<file path="config.mk">
export PLATFORM = sky130hd
export DESIGN_NAME = uart_tx_arbiter
export DESIGN_NICKNAME = d
export VERILOG_FILES = /design/src/rtl/uart_tx_arbiter.sv
export SDC_FILE = /design/constraint.sdc
export NUM_CORES = 1
export LEC_CHECK = 0
export ABC_AREA = 1
export CORE_ASPECT_RATIO = 1.75
export CORE_MARGIN = 3
export CORE_UTILIZATION = 35
export CTS_CLUSTER_SIZE = 20
export DETAILED_ROUTE_END_ITERATION = 16
export PLACE_DENSITY = 0.76
export SYNTH_ARGS = -nofsm -noshare
export SYNTH_HDL_FRONTEND = slang
export SYNTH_SLANG_ARGS = --single-unit
</file>
<file path="constraint.sdc">
create_clock -name clk -period 3.7 [get_ports clk]
set_clock_uncertainty 0.15 [all_clocks]
set_input_delay 0.555 -clock clk [delete_from_list [all_inputs] [get_ports clk]]
set_output_delay 0.555 -clock clk [all_outputs]
set_load 0.01 [all_outputs]
</file>
<file path="src/rtl/uart_tx_arbiter.sv">
// Round-robin arbiter sharing one UART transmitter among NUM_REQ word-level requesters.
// Define UART_ARB_GAP_EN to force GAP_CYCLES idle clocks on the line after every frame.
module uart_tx_arbiter #(
   parameter int NUM_REQ       = 4,
   parameter int BITS_PER_WORD = 8,
   parameter int GAP_CYCLES    = 5208
) (
   input  logic                             clk,
   input  logic                             rstn,
   input  logic [NUM_REQ-1:0]               req_valid,
   input  logic [NUM_REQ*BITS_PER_WORD-1:0] req_data,
   output logic [NUM_REQ-1:0]               req_ready,
   output logic                             tx_valid,
   output logic [BITS_PER_WORD-1:0]         tx_data,
   input  logic                             tx_ready,
   input  logic                             tx_done,
   output logic [$clog2(NUM_REQ)-1:0]       grant_id,
   output logic                             busy,
   output logic [15:0]                      frame_count
);

   localparam int IDW = $clog2(NUM_REQ);

   if (NUM_REQ < 2 || NUM_REQ > 8 || GAP_CYCLES < 1) begin : gParamCheck
      $error("uart_tx_arbiter: NUM_REQ must be 2..8 and GAP_CYCLES at least 1");
   end

   typedef enum logic [1:0] {
      IDLE,
      ISSUE,
`ifdef UART_ARB_GAP_EN
      WAIT_DONE,
      GAP
`else
      WAIT_DONE
`endif
   } state_e;

   state_e                   state_q, state_d;
   logic [IDW-1:0]           ptr_q, ptr_d;
   logic [BITS_PER_WORD-1:0] txData_q, txData_d;
   logic [IDW-1:0]           grantId_q, grantId_d;
   logic [15:0]              frameCount_q, frameCount_d;

`ifdef UART_ARB_GAP_EN
   localparam int GCW = $clog2(GAP_CYCLES + 1);
   logic [GCW-1:0]           gapCnt_q, gapCnt_d;
`endif

   logic                     hiFound, loFound, winFound;
   logic [IDW-1:0]           hiIdx, loIdx, winIdx, ptrNext;
   logic [NUM_REQ-1:0]       winOneHot;

   // Lowest valid index at or above ptr wins; otherwise wrap to the lowest valid index below it.
   always_comb begin
      hiFound = 1'b0;
      loFound = 1'b0;
      hiIdx   = '0;
      loIdx   = '0;
      for (int i = NUM_REQ - 1; i >= 0; i--) begin
         if (req_valid[i]) begin
            if (i >= int'(ptr_q)) begin
               hiFound = 1'b1;
               hiIdx   = IDW'(i);
            end else begin
               loFound = 1'b1;
               loIdx   = IDW'(i);
            end
         end
      end
      winFound          = hiFound | loFound;
      winIdx            = hiFound ? hiIdx : loIdx;
      ptrNext           = (winIdx == IDW'(NUM_REQ - 1)) ? '0 : winIdx + IDW'(1);
      winOneHot         = '0;
      winOneHot[winIdx] = winFound;
   end

   always_comb begin
      state_d      = state_q;
      ptr_d        = ptr_q;
      txData_d     = txData_q;
      grantId_d    = grantId_q;
      frameCount_d = frameCount_q;
`ifdef UART_ARB_GAP_EN
      gapCnt_d     = gapCnt_q;
`endif
      req_ready    = '0;
      unique case (state_q)
         IDLE: begin
            // Gated by rstn so no accept strobe escapes while reset is held.
            req_ready = rstn ? winOneHot : '0;
            if (winFound) begin
               txData_d  = req_data[winIdx*BITS_PER_WORD +: BITS_PER_WORD];
               grantId_d = winIdx;
               ptr_d     = ptrNext;
               state_d   = ISSUE;
            end
         end
         ISSUE: begin
            if (tx_ready) state_d = WAIT_DONE;
         end
         WAIT_DONE: begin
            if (tx_done) begin
               frameCount_d = frameCount_q + 16'd1;
`ifdef UART_ARB_GAP_EN
               gapCnt_d     = '0;
               state_d      = GAP;
`else
               state_d      = IDLE;
`endif
            end
         end
`ifdef UART_ARB_GAP_EN
         GAP: begin
            if (gapCnt_q == GCW'(GAP_CYCLES - 1)) state_d = IDLE;
            else                                  gapCnt_d = gapCnt_q + GCW'(1);
         end
`endif
         default: state_d = IDLE;
      endcase
   end

   always_ff @(posedge clk or negedge rstn) begin
      if (!rstn) begin
         state_q      <= IDLE;
         ptr_q        <= '0;
         txData_q     <= '0;
         grantId_q    <= '0;
         frameCount_q <= '0;
`ifdef UART_ARB_GAP_EN
         gapCnt_q     <= '0;
`endif
      end else begin
         state_q      <= state_d;
         ptr_q        <= ptr_d;
         txData_q     <= txData_d;
         grantId_q    <= grantId_d;
         frameCount_q <= frameCount_d;
`ifdef UART_ARB_GAP_EN
         gapCnt_q     <= gapCnt_d;
`endif
      end
   end

   assign tx_valid    = (state_q == ISSUE);
   assign busy        = (state_q != IDLE);
   assign tx_data     = txData_q;
   assign grant_id    = grantId_q;
   assign frame_count = frameCount_q;

endmodule

</file>
==> results.md, run 1 <==
- Post-Syn Area per Cell: 7.667 um^2
- Hold EP: tx_data[4]
- Flop pwr share: around a third
- Postcts setup bufs: 0
- Worst-Margin Slew: roughly 390 ps
- CTS root buf: clkbuf_8
- Sequential fraction of the synthesis area: just under 40%
- Max Clock Freq: about 300 MHz
- Sw Share: 40.38%
- Switching pwr: around 0.65 mW
- Power Total: approximately 1.6 mW
- Largest net degree at the start of global routing: 31
- # H-tree levels: 2
- Hold depth: 2
- Nets: approximately 370
- FF-to-FF Start: ptr_q[1]
- Area growth syn-to-layout: 44.99%
- Data arrival, critical path: 2680 ps
- Worst Hold Class: reg2reg
- HP Start: tx_data[4]
- Leakage power: about 1.4 nW
- Die height: around 100 um
- Std cell rows: 35
- Count of cell types in the netlist: 28
- Final HPWL DP: between 3 and 4 mm
- Final min period: about 3400 ps
- Wirelength per Cell: between 10 and 15 um
- Post-synthesis net count: roughly 300
- CTS tree: done
- Die Area: approximately 0.0065 mm^2
- Routed vias/inst: about 4.5
- CTS buffer count: 5
- Fin. Hold Viols: 0
- Max clock buf depth: 2
- Io pins: ~70
- Antenna violations before repair: 0
- Routed Antenna Nets: 0
- Sink Count: 30
- Post-Syn Area: approximately 0.0019 mm^2
- Warnings, synthesis: 0
- Global-route wire length before repair: 8.128 mm
- Max-slew headroom: 73.88%
- Power Internal: just under 1 mW
- Critical Path Sink Type: output pin
- Layout Utilization: 52.66%
- Finished Cell Area: approximately 0.0028 mm^2
- Gr usage total: between 10% and 20%
- RSZ-0062 raised after global routing: false
- Starting density of the core: a little over a third
- DR pass1 iterations: 4
- Resized Gates After CTS: 0
- Synth Instances: approximately 250
- Fin crit share: about 92%
- Register-to-register setup slack: 1790 ps
- Worst setup path class: in2out
- Placer Congestion: a little under 0.9
- Worst EP required: around 3000 ps
- Final Max Tran Viols: 0
- Skew-Pair Late Insertion Delay: roughly 270 ps
- Placement Cell Area: 0.002708 mm^2
- Vias in the first global route: between 1500 and 2000
- Gr ovfl total: 0
- # DRC: 0
- Vias post-DR: about 1800
- Comb power frac: 52.7%
- Core area: roughly 0.0053 mm^2
- Final wirelength: approximately 5 mm
- Crit Path Max Fanout: 21
- Worst R2R End: tx_data[6]
- Max-cap violations: 0
- Status: finished clean
- Post-CTS Hold Fix Bufs: 0
- Port bufs: 71
- Reg2Reg Depth: 10
- Clk slew on worst S/H paths: 50 ps
- DRT iter0 DRCs: between 80 and 90
- Max IR drop VDD: 0.2925 mV
- Setup TNS: 0 ps
- Clock share of power: about 16%
- Critical path startpoint category: input pin
- #FFs+latches synth: 30
- Final setup viols: 0
- Die width: about 62 um
- Power Density: between 500 and 600 mW/mm^2
- ANT cells: 0
- Layout cell share with drive strength beyond 1: about a tenth
synthesized netlist by cell type:
cell       n  area [um^2]
nor3_1     3        15.01
nor2_4     1        11.26
dfrtp_1   30        750.7
ha_1       5        62.56
inv_1     40        150.1
or2_1      1        6.260
a21boi_4   1        18.77
nor3_2     1        10.01
nand3_1   31        155.2
a21oi_4    2        32.53
xor2_1    11        96.34
nand3_2    1        10.01
o21a_2     1        8.760
o21ai_0    4        20.02
buf_6      4        45.04
xnor2_1    4        35.03
nand2_2    4        25.02
nor3b_1    2        15.01
nor2_1    15        56.30
nand2_1   73        274.0
nand2_4    1        11.26
o31ai_1    1        7.510
nor2_2     3        18.77
or2_2      2        12.51
nand4_1    4        25.02
buf_2      1        5.000
nand3_4    2        35.03
inv_2      3        11.26
layout make-up:
cell class | instances | area, um^2
clock buffers | 6 | 82.58
repair buffers | 75 | 740.7
multi-input cells | 173 | 962.2
inverters | 43 | 161.4
flip-flops and latches | 30 | 750.7
well taps | 74 | 92.59
fillers | 510 | 2509
state kept, by name, summed over array words and instances (netlist names):
name and flops:
ptr_q 2, frame_count 16, state_q 2, tx_data 8, grant_id 2
layout by cell type, fill, tap and decap left out, drive strengths merged, types with 5 or more instances in the layout:
cell and n:
ha 5, clkdlybuf4s50 71, inv 43, nand2 78
dfrtp 30, nor2 19, xor2 11, clkbuf 6
nand3 34
worst max-delay path, cell delays in order:
cell	delay (ps)
clkdlybuf4s50_1	480
a21oi_4	280
nand3_4	190
nand2_4	110
buf_4	220
ha_1	170
nand2_1	50
nor2_1	90
clkdlybuf4s50_1	540
logic make-up (layout without fill, tap and decap cells):
family                     after synthesis  after routing  synth area share [%]
and+or+nand+nor                        144            144                 35.37
xor gates and xnor gates                15             15                 6.827
adders and majority gates                5              5                 3.251
AOI/OAI and AO/OA                        9              9                 4.552
DFF                                     30             30                 39.01
buffers and inverters                   48            124                 10.99
through the flow:
step           worst slack [ps]  hold slack (ps)  std cells
2_1_floorplan              1312            109.4        251
3_3_place_gp              314.9            322.6        395
3_5_place_dp              298.1            331.9        395
4_1_cts                   282.0            349.1        401
5_1_grt                   159.5            363.1        401
6_report                  313.5            334.3        401
power by group through the flow:
stage                     Combinational [mW]  Sequential [mW]  Clock (mW)
after floorplan                        0.501            0.538           0
after global placement                 0.856            0.512           0
after detailed placement               0.859            0.518           0
after CTS                              0.868            0.513       0.267
after global routing                   0.958            0.527       0.285
final                                  0.855            0.511       0.256
layer usage:
| metal | GRT usage, % | share of wire, % | vias to the layer above | wire length [um] |
|---|---|---|---|---|
| met5 | 0 | 0 | - | 0 |
| met4 | 6.525 | 2.3 | 0 | 114 |
| met3 | 5.093 | 8.9 | 12 | 433 |
| met2 | 26.56 | 48 | 73 | 2354 |
| met1 | 19.06 | 41 | 787 | 1980 |
| li1 | - | - | 923 | - |
how the worst max path moves through the flow:
stage / end / startpoint / depth (start not counted)
after floorplan: req_ready[3] / req_valid[1] / 8
after global placement: req_ready[3] / req_valid[2] / 8
after detailed placement: req_ready[3] / req_valid[2] / 8
after CTS: req_ready[3] / req_valid[2] / 8
after global routing: req_ready[2] / req_valid[2] / 9
final: req_ready[2] / req_valid[2] / 9
Power figures use the tool's default switching activity.
==> inputs of run 2 (changes only) <==
--- a/config.mk
+++ b/config.mk
@@ -15,3 +15,4 @@
 export SYNTH_ARGS = -nofsm -noshare
 export SYNTH_HDL_FRONTEND = slang
 export SYNTH_SLANG_ARGS = --single-unit
+export TNS_END_PERCENT = 30
==> results of run 2 <==
The final DEF is identical to that of run 1; final timing and power are the same.
==> inputs of run 3 (changes only) <==
--- a/config.mk
+++ b/config.mk
@@ -6,7 +6,6 @@
 export NUM_CORES = 1
 export LEC_CHECK = 0
 export ABC_AREA = 1
-export CORE_ASPECT_RATIO = 1.75
 export CORE_MARGIN = 3
 export CORE_UTILIZATION = 35
 export CTS_CLUSTER_SIZE = 20
==> run 3 against run 2 <==
- count of clock-buffer cells in the layout fell by 1
- cell count fell by 0.75%
- sequential power rose by 0.8%
- critical path depth rose by 1
- clock power rose by 24%
- cell area rose by 0.49%
- first-iteration DRC count rose by 23%
- via count rose by 2.5%
- critical path type unchanged
==> results.md, run 3 (synthesis results as in run 1) <==
- Critical Path Sink Type: output pin
- Power Total: 1.678 mW (+3.5%)
- Commonest non-fill, non-tap cell in the layout: nand2_1
- Worst EP required: 2990 ps (about the same)
- Std cell rows: 26 (-26%)
- Port bufs: 71 (unchanged)
- Postcts setup bufs: 0 (unchanged)
- Largest net degree at the start of global routing: 31 (unchanged)
- Final HPWL DP: 3.740 mm (-2.6%)
- Max IR drop VDD: 0.2975 mV (+1.7%)
- Leakage power: 1.401 nW (+0.72%)
- Layout Utilization: 53.87% (+1.2 points)
- CTS tree: done
- Skew-Pair Late Insertion Delay: 280 ps (about the same)
- Die Area: 0.006424 mm^2 (-0.54%)
- Critical path startpoint category: input pin
- Setup TNS: 0 ps (unchanged)
- Routed Antenna Nets: 0 (unchanged)
- Final Max Tran Viols: 0 (unchanged)
- Worst setup path class: in2out
- Fillers: 488 (-4.3%)
- Core area: 0.005205 mm^2 (-1.8%)
- Vias post-DR: 1840 (+2.5%)
- Dpl ws: 257.2 ps (-40.85 ps)
- Max clock buf depth: 2 (unchanged)
- Io pins: 72 (unchanged)
- Placer Congestion: 0.9287 (+4.7%)
- Nets: 372 (-0.27%)
- Routed vias/inst: 4.623 (+3.3%)
- Max reg flops: 16 (unchanged)
- Die height: 80.15 um (-23%)
- RSZ-0062 raised after global routing: false
- Wirelength per Cell: 11.65 um (-4.3%)
- Antenna violations before repair: 0 (unchanged)
- Die width: 80.15 um (+29%)
- Fin. Hold Viols: 0 (unchanged)
- Global-route wire length before repair: 7.672 mm (-5.6%)
- ANT cells: 0 (unchanged)
- Data arrival, critical path: 2740 ps (+60 ps)
- Gr usage total: 15.28% (-1.1 points)
- Power Density: 598.4 mW/mm^2 (+3.0%)
- Most frequent cells in the layout: nand2_1, clkdlybuf4s50_1, inv_1
- CTS buffer count: 5 (unchanged)
- Starting density of the core: 36.97% (+0.65 points)
- Status: finished clean
- Final min period: 3443 ps (+56.86 ps)
- DRT iter0 DRCs: 106 (+23%)
- Layout cell share with drive strength beyond 1: 10.06% (+0.28 points)
- CTS root buf: clkbuf_8
- Max-slew headroom: 75.96% (+2.1 points)
- Hold WS: 338.3 ps (+3.935 ps)
- Gr ovfl total: 0 (unchanged)
- Final wirelength: 4.637 mm (-5.0%)
- Crit Path Max Fanout: 23 (+9.5%)
- Sink Count: 30 (unchanged)
- Post-CTS Hold Fix Bufs: 0 (unchanged)
- Register-to-register setup slack: 1720 ps (-70 ps)
- Final setup viols: 0 (unchanged)
- Worst-Margin Slew: 360.6 ps (-31.26 ps)
- # DRC: 0 (unchanged)
- Area growth syn-to-layout: 45.71%
- Resized Gates After CTS: 0 (unchanged)
- # H-tree levels: 2 (unchanged)
- Fin crit share: 93.06% (+1.5 points)
- Vias in the first global route: 1723 (-4.2%)
- Max Clock Freq: 290.4 MHz (-1.7%)
- Clk slew on worst S/H paths: 60 ps (about the same)
- Fin worst setup slack: 256.6 ps (-56.85 ps)
- Worst Hold Class: reg2reg
- DR pass1 iterations: 5 (+1)
- Max-cap violations: 0 (unchanged)
run 3: cell count changes in the layout (fill, tap and decap cells not counted):
cell and change:
buf_4 -1, bufinv_16 +1, clkbuf_8 -1, clkinv_2 +2
run 3: final timing paths:
check                                  start               to  cells after the start
worst max register to register      ptr_q[1]         ptr_q[1]                      8
worst min-delay path              tx_data[6]       tx_data[6]                      2
min in group asynchronous               rstn  frame_count[13]                      2
max in group asynchronous               rstn  frame_count[11]                      2
worst max-delay path            req_valid[1]     req_ready[3]                     10
worst min register to register    tx_data[6]       tx_data[6]                      2
run 3: routing by layer:
layer	vias to the layer above	global-route usage, %	part of all wire [%]
met5	-	0	0
met4	0	4.392	0.99
met3	8	5.269	6.6
met1	853	18.84	43
met2	55	25.17	50
li1	924	-	-
run 3: final cells by class:
cell class / count / area [um^2] / share of cell area, %
Multi-Input combinational cell: 173 / 962.2 / 34.32
Sequential cell: 30 / 750.7 / 26.77
Timing Repair Buffer: 74 / 733.2 / 26.15
Inverter: 43 / 161.4 / 5.756
Tap cell: 70 / 87.58 / 3.124
Clock buffer: 5 / 68.82 / 2.454
Clock inverter: 3 / 40.04 / 1.428
run 3: report_power, final:
group	switching [mW]	internal (mW)
clock	0.120	0.198
combinational	0.455	0.390
sequential	0.0870	0.428
run 3: stage by stage:
stage / instances / instance area [um^2]
final: 398 / 2804
after global routing: 398 / 2804
after CTS: 398 / 2804
after detailed placement: 390 / 2695
after global placement: 390 / 2695
after floorplan: 251 / 1924
run 3: worst max-delay path, cell delays in order:
cell             delay (ps)
clkdlybuf4s50_1         480
inv_1                    50
nor2_1                  210
a21oi_4                  80
nand3_4                 140
nand2_4                 170
inv_2                   140
ha_1                    150
nor3b_1                 170
clkdlybuf4s50_1         590
